**src/rtl/alu_core.sv**
```systemverilog
// alu_core: ALU behind a valid/ready request stream. It produces a registered
// result together with a one-cycle done pulse.
// add/and/xor take one cycle in EXEC. mul is a shift-add over OP_WIDTH cycles
// in MUL.
// Build option: define ALU_CORE_MUL_EN to include the multiplier. Without it,
// op 100 is handled as a reserved opcode.
// Ports:
//   clk        clock, rising edge
//   alu_rst    asynchronous active-low reset
//   valid      request strobe, only looked at while ready=1
//   op, a, b   opcode and operands, captured on accept
//   ready      unit idle and able to accept a request
//   done       one-cycle pulse when result is updated
//   result     result of the last completed op (2*OP_WIDTH bits)
//   result_op  opcode that produced result
module alu_core #(
    parameter int unsigned OP_WIDTH = 8
) (
    input  logic                    clk,
    input  logic                    alu_rst,
    input  logic                    valid,
    input  logic [2:0]              op,
    input  logic [OP_WIDTH-1:0]     a,
    input  logic [OP_WIDTH-1:0]     b,
    output logic                    ready,
    output logic                    done,
    output logic [2*OP_WIDTH-1:0]   result,
    output logic [2:0]              result_op
);

    localparam int unsigned RW = 2 * OP_WIDTH;

    localparam logic [2:0] OP_ADD = 3'b001;
    localparam logic [2:0] OP_AND = 3'b010;
    localparam logic [2:0] OP_XOR = 3'b011;
`ifdef ALU_CORE_MUL_EN
    localparam logic [2:0] OP_MUL = 3'b100;
    localparam int unsigned CW = (OP_WIDTH > 1) ? $clog2(OP_WIDTH) : 1;
`endif

    typedef enum logic [2:0] {
        RESET_WAIT,
        IDLE,
        EXEC,
        MUL,
        DONE
    } state_t;

    state_t                 state_q, state_d;
    logic                   ready_q, ready_d;
    logic                   done_q, done_d;
    logic [RW-1:0]          result_q, result_d;
    logic [2:0]             result_op_q, result_op_d;
    logic [2:0]             op_q, op_d;
    logic [OP_WIDTH-1:0]    a_q, a_d;
    logic [OP_WIDTH-1:0]    b_q, b_d;
`ifdef ALU_CORE_MUL_EN
    logic [RW-1:0]          acc_q, acc_d;
    logic [RW-1:0]          mcand_q, mcand_d;
    logic [OP_WIDTH-1:0]    mplier_q, mplier_d;
    logic [CW-1:0]          cnt_q, cnt_d;
    logic [RW-1:0]          acc_step;
`endif
    logic                   accept;

    assign ready     = ready_q;
    assign done      = done_q;
    assign result    = result_q;
    assign result_op = result_op_q;

    // ready is registered, so a request seen with ready=1 is a real handshake.
    assign accept = valid && ready_q;

    // State and datapath registers.
    always_ff @(posedge clk or negedge alu_rst) begin
        if (!alu_rst) begin
            state_q     <= RESET_WAIT;
            ready_q     <= 1'b0;
            done_q      <= 1'b0;
            result_q    <= '0;
            result_op_q <= 3'b000;
            op_q        <= 3'b000;
            a_q         <= '0;
            b_q         <= '0;
`ifdef ALU_CORE_MUL_EN
            acc_q       <= '0;
            mcand_q     <= '0;
            mplier_q    <= '0;
            cnt_q       <= '0;
`endif
        end else begin
            state_q     <= state_d;
            ready_q     <= ready_d;
            done_q      <= done_d;
            result_q    <= result_d;
            result_op_q <= result_op_d;
            op_q        <= op_d;
            a_q         <= a_d;
            b_q         <= b_d;
`ifdef ALU_CORE_MUL_EN
            acc_q       <= acc_d;
            mcand_q     <= mcand_d;
            mplier_q    <= mplier_d;
            cnt_q       <= cnt_d;
`endif
        end
    end

    // Next-state, datapath and registered-output logic.
    always_comb begin
        state_d     = state_q;
        ready_d     = 1'b0;
        done_d      = 1'b0;
        result_d    = result_q;
        result_op_d = result_op_q;
        op_d        = op_q;
        a_d         = a_q;
        b_d         = b_q;
`ifdef ALU_CORE_MUL_EN
        acc_d       = acc_q;
        mcand_d     = mcand_q;
        mplier_d    = mplier_q;
        cnt_d       = cnt_q;
        // Add the shifted multiplicand when the current multiplier bit is set.
        acc_step    = mplier_q[0] ? (acc_q + mcand_q) : acc_q;
`endif

        case (state_q)
            RESET_WAIT: begin
                state_d = IDLE;
                ready_d = 1'b1;
            end

            // DONE accepts a request exactly like IDLE, which allows back-to-back requests.
            IDLE, DONE: begin
                state_d = IDLE;
                ready_d = 1'b1;
                if (accept) begin
                    op_d    = op;
                    a_d     = a;
                    b_d     = b;
                    ready_d = 1'b0;
                    case (op)
                        OP_ADD, OP_AND, OP_XOR: state_d = EXEC;
`ifdef ALU_CORE_MUL_EN
                        OP_MUL: begin
                            state_d  = MUL;
                            acc_d    = '0;
                            mcand_d  = RW'(a);
                            mplier_d = b;
                            cnt_d    = '0;
                        end
`endif
                        // no_op, reserved and rst_op only produce the one-cycle ready drop.
                        default: state_d = IDLE;
                    endcase
                end
            end

            EXEC: begin
                case (op_q)
                    OP_ADD:  result_d = RW'({1'b0, a_q} + {1'b0, b_q});
                    OP_AND:  result_d = RW'(a_q & b_q);
                    OP_XOR:  result_d = RW'(a_q ^ b_q);
                    default: result_d = '0;
                endcase
                result_op_d = op_q;
                done_d      = 1'b1;
                ready_d     = 1'b1;
                state_d     = DONE;
            end

`ifdef ALU_CORE_MUL_EN
            MUL: begin
                acc_d    = acc_step;
                mcand_d  = mcand_q << 1;
                mplier_d = mplier_q >> 1;
                cnt_d    = cnt_q + CW'(1);
                // The last step publishes the accumulator directly. This saves one cycle.
                if (cnt_q == CW'(OP_WIDTH - 1)) begin
                    result_d    = acc_step;
                    result_op_d = OP_MUL;
                    done_d      = 1'b1;
                    ready_d     = 1'b1;
                    state_d     = DONE;
                end
            end
`endif

            default: state_d = RESET_WAIT;
        endcase
    end

endmodule
```
**config.mk**
```make
export PLATFORM = sky130hd
export DESIGN_NAME = alu_core
export DESIGN_NICKNAME = d
export VERILOG_FILES = /design/src/rtl/alu_core.sv
export SDC_FILE = /design/constraint.sdc
export NUM_CORES = 1
export LEC_CHECK = 0
export ABC_AREA = 1
export CORE_MARGIN = 2
export CORE_UTILIZATION = 30
export DETAILED_ROUTE_END_ITERATION = 6
export PLACE_DENSITY = 0.61
export SYNTH_ARGS = -nofsm -noshare
export SYNTH_HDL_FRONTEND = slang
export SYNTH_SLANG_ARGS = --single-unit
```
**constraint.sdc**
```tcl
create_clock -name clk -period 5.4 [get_ports clk]
set_clock_uncertainty 0.1 [all_clocks]
set_input_delay 0.81 -clock clk [delete_from_list [all_inputs] [get_ports clk]]
set_output_delay 0.81 -clock clk [all_outputs]
set_load 0.1 [all_outputs]
```
# ---- Word level (Yosys, flattened, before mapping)
# Cells that the tools add are included.
dict set report word_totals {
  reg_bits 43
  latchBits 0
  ram_bits 0
  romBits 0
  in_bits 22
  out_inout_bits 21
  elab_cells 33
  mem_count 0
}
dict set report op_classes {
  addsub 1
  multipliers 0
  div 0
  magnitude_cmp 0
  eq_ne 9
  n_shift 0
  muxes 7
  bitwise_logic 2
  reduce_logical 6
}
# op count
set ops {}
lappend ops {{case mux 9 bit (3 select lines)} 1}
lappend ops {{== test 3 x 2 -> 1 bit, second input constant} 5}
lappend ops {{adder 8 x 8 -> 9 bit} 1}
lappend ops {{== test 3 x 1 -> 1 bit, second input constant} 3}
lappend ops {{case mux 3 bit (3 select lines)} 1}
lappend ops {{bitwise AND 8 bit} 1}
lappend ops {{bitwise XOR 8 bit} 1}
lappend ops {{two-way mux 2 bit} 2}
lappend ops {{OR reduction 2 bit} 2}
lappend ops {{== test 3 bit, second input constant} 1}
lappend ops {{logical NOT 3 bit} 1}
lappend ops {{OR reduction 3 bit} 1}
lappend ops {{two-way mux 1 bit} 2}
lappend ops {{case mux 1 bit (2 select lines)} 1}
lappend ops {{AND reduction 2 bit} 1}
lappend ops {{logical AND 1 bit} 1}

# ---- Longest topological paths before layout
dict set report depth {
  word_depth 5
  mapped_depth 12
}

# ---- Worst setup path after synthesis
# Ideal clock, no wire load.
dict set report synth_timing {
  path_type {reg2reg}
  startpoint {register done (netlist name)}
  endpoint {register a_q[0]}
  setup_time_ns 0.125
  arrival_time_ns 1.816
  path_slack_ns 3.359
  path_stages_with_launch 5
  path_buffers 1
  period_less_slack_ns 2.041
  path_cell_list {dfrtp_1 nand2_1 nand3_4 buf_6 mux2_4}
}
# element line
set synth_rtl {}
lappend synth_rtl {{to (signal assigned)} 83} ;# a_q <= '0;
lappend synth_rtl {{to (signal assigned)} 98} ;# a_q <= a_d;
lappend synth_rtl {{to (decl)} 55} ;# logic [OP_WIDTH-1:0] a_q, a_d;

# ---- Final worst setup path
dict set report layout_timing {
  startpoint {register done_q (netlist: done)}
  endpoint {output port done}
}
# element line
set layout_rtl {}
lappend layout_rtl {{from (decl)} 51} ;# logic done_q, done_d;
lappend layout_rtl {{from (signal assigned)} 94} ;# done_q <= done_d;
lappend layout_rtl {{to (decl)} 26} ;# output logic done,
# No word-level cell between the ends.

==> summary.txt <==
Run status
  • Status: finished clean

Clock network
  • Total CTS buffers: 5
  • Max Root-Sink Buffers: 2
  • Setup Buffers After CTS: 0
  • Worst-path clk slew: about 0.06 ns
  • H-tree depth: 2
  • Clock Sink Count: 35
  • CTS tree: built
  • CTS Hold Bufs: 0
  • Root buffer selected by CTS: clkbuf_8
  • Latest clock arrival within the worst-skew pair: between 0.2 and 0.3 ns
  • # resized after CTS: 0

Cells and area
  • Post-route insts no fill: about 320
  • Layout area overhead: 23.4%
  • Layout cells sized above 1: between 15 and 20%
  • ANT cells: 0
  • Commonest cells after routing, fill and taps aside: 63 x nand2_1, 35 x dfrtp_1, 35 x clkdlybuf4s50_1, 13 x inv_1, 13 x mux2_4
  • Commonest non-fill, non-tap cell in the layout: nand2_1
  • Final Net Count: between 200 and 300

Route
  • Via count: 1477
  • Initial drt markers: 53
  • Routed WL: between 3 and 4 mm
  • Residual DRC count: 0
  • Vias/cell: roughly 4.6
  • TritonRoute pass-1 iters: 6
  • Drt wl/cell: ~12 µm
  • Routed Antenna Nets: 0

Global routing
  • Pin count of the biggest net entering global routing: 36
  • All-layer global routing usage: 11.5%
  • Vias in the first global route: approximately 1400
  • Initial antenna violation count: 0
  • GR Overflow Total: 0
  • GR Layer Usage met3: around 2.4%
  • Grt met1 use: about 15%
  • First-pass GRT wire length: roughly 6.6 mm
  • Global Route met2 Usage: 18.5%
  • GRT Max-Usage Layer: met2

Setup path
  • Crit path max fanout: 3
  • Crit-path slowest cell: clkdlybuf4s50_1
  • Critical path type: flip-flop to output pin
  • Buf+Inv Stages, Crit Path: 1
  • Crit start category: flip-flop
  • Reg2reg path depth: 12
  • Worst setup EP type: output pin
  • Largest incremental delay on the critical path: around 1.1 ns
  • Critical-path cell list: clkdlybuf4s50_1
  • Top Family by Delay on Critical Path: buffers and inverters
  • Crit path required time: around 4.5 ns
  • Crit path DAT: between 1.5 and 2 ns
  • Crit path depth: 1

Timing
  • Max Transition Viols Final: 0
  • Period utilization: between 50 and 60%
  • Maximum clock frequency: 369 MHz
  • Max-slew headroom: about a third
  • Final TNS setup: 0 ns
  • RSZ-0062 raised after global routing: no
  • Final setup violation count: 0
  • Slew @ Worst Pin: 1.01 ns
  • Min cycle time layout: 2.71 ns
  • Number of hold violations in the final report: 0

Floorplanning
  • Initial core utilization: a little under a third
  • Die area: 7260 µm²
  • Die width: about 85 µm
  • Top Ports: 43
  • Row cnt: 29
  • Die Ht: about 85 µm
  • Core Area: 6350 µm²

Power
  • Leakage: 1.20 nW
  • Peak VDD IR: between 300 and 400 µV
  • PD cells: 632 nW/µm²

Placement
  • Port Buffers: 35
  • Gpl congestion: 0.765
  • DPL Wire Length: roughly 2.8 mm
  • DP Cell Count: approximately 310

Logic synthesis
  • Mean post-synth cell area: around 9.7 µm²
  • Seq cells post-synth: 35
  • Sequential area share after synthesis: between 40 and 50%
  • Syn. warnings: 0
  • Synth unique cells: 29
  • Post-Syn Instances: a little over 200
  • Mapped Area: just under 2000 µm²

Run
  • Total of max-cap violations: 0

Min path
  • Hold Path Class: flip-flop to flip-flop
  • Hold path depth: 2
-- synth_stat cells --
master,count,area (µm²)
nor2_2,1,6.26
nor2_8,1,20.0
a22oi_1,7,52.6
nand3_1,9,45.0
nand2_1,63,236
nand3_2,1,10.0
o21ai_0,4,20.0
conb_1,1,3.75
nor2_4,3,33.8
nor2_1,5,18.8
nand2_2,2,12.5
o21ai_1,3,15.0
a32oi_1,1,8.76
a21oi_1,8,40.0
mux2_4,13,195
dfrtp_1,35,876
fa_1,1,20.0
buf_4,7,52.6
ha_1,8,100
buf_6,3,33.8
inv_1,13,48.8
or2_2,2,12.5
nor3_4,1,16.3
inv_4,1,6.26
nand3_4,1,17.5
inv_2,4,15.0
nand3b_1,2,15.0
nor4_2,1,12.5
mux2_2,3,33.8
-- final cells by class --
type	instances	area [µm²]
inverters	18	70.1
fillers	629	3910
well taps	77	96.3
multi-input cells	147	968
clock buffers	6	72.6
repair buffers	36	358
flip-flops and latches	35	876
-- final timing paths --
| path | startpoint | end | slack [ns] |
|---|---|---|---|
| worst max-delay path | done | done | 2.69 |
| max in group asynchronous | alu_rst | b_q[1] | 4.05 |
| worst min-delay path | result[1] | result[1] | 0.38 |
| min in group asynchronous | alu_rst | result_op[2] | 0.84 |
| worst max register to register | a_q[0] | result[8] | 3.50 |
| worst min register to register | result[1] | result[1] | 0.38 |
-- logic make-up after synthesis --
family                   Yosys count  synth area share, %
buffers and inverters             28                 7.91
AO/OA/AOI/OAI                     23                 6.89
flip-flops                        35                 44.3
other                              1                0.190
AND/OR/NAND/NOR                   92                 23.1
adder cells (fa/ha/maj)            9                 6.07
multiplexers                      16                 11.6
-- flip-flops by register name, indices dropped and copies added (netlist names) --
register	flops
a_q	8
b_q	8
op_q	3
ready	1
done	1
result_op	3
state_q	2
result	9
-- power breakdown --
part	total [mW]	internal (mW)	switching (mW)
Sequential	0.445	0.366	0.0788
Combinational	0.928	0.321	0.607
Clock	0.169	0.0858	0.0834
-- per-layer routing --
| layer | routed length (µm) | vias up |
|---|---|---|
| met2 | 1840 | 42 |
| met3 | 190 | 8 |
| met4 | 89 | 0 |
| met5 | 0 | - |
| li1 | - | 736 |
| met1 | 1800 | 691 |
-- through the flow --
stage / utilization (%) / instance area [µm²] / worst slack (ns) / power, mW / hold slack (ns)
after floorplan: - / 2000 / 3.36 / 1.19 / 0.384
after global placement: 37.3 / 2370 / 2.96 / 1.35 / 0.359
after detailed placement: 37.3 / 2370 / 2.91 / 1.37 / 0.365
after CTS: 38.4 / 2440 / 2.67 / 1.55 / 0.382
after global routing: 38.4 / 2440 / 2.64 / 1.67 / 0.400
final: 38.4 / 2440 / 2.69 / 1.54 / 0.378
No activity file was read; power rests on OpenSTA's default activity.
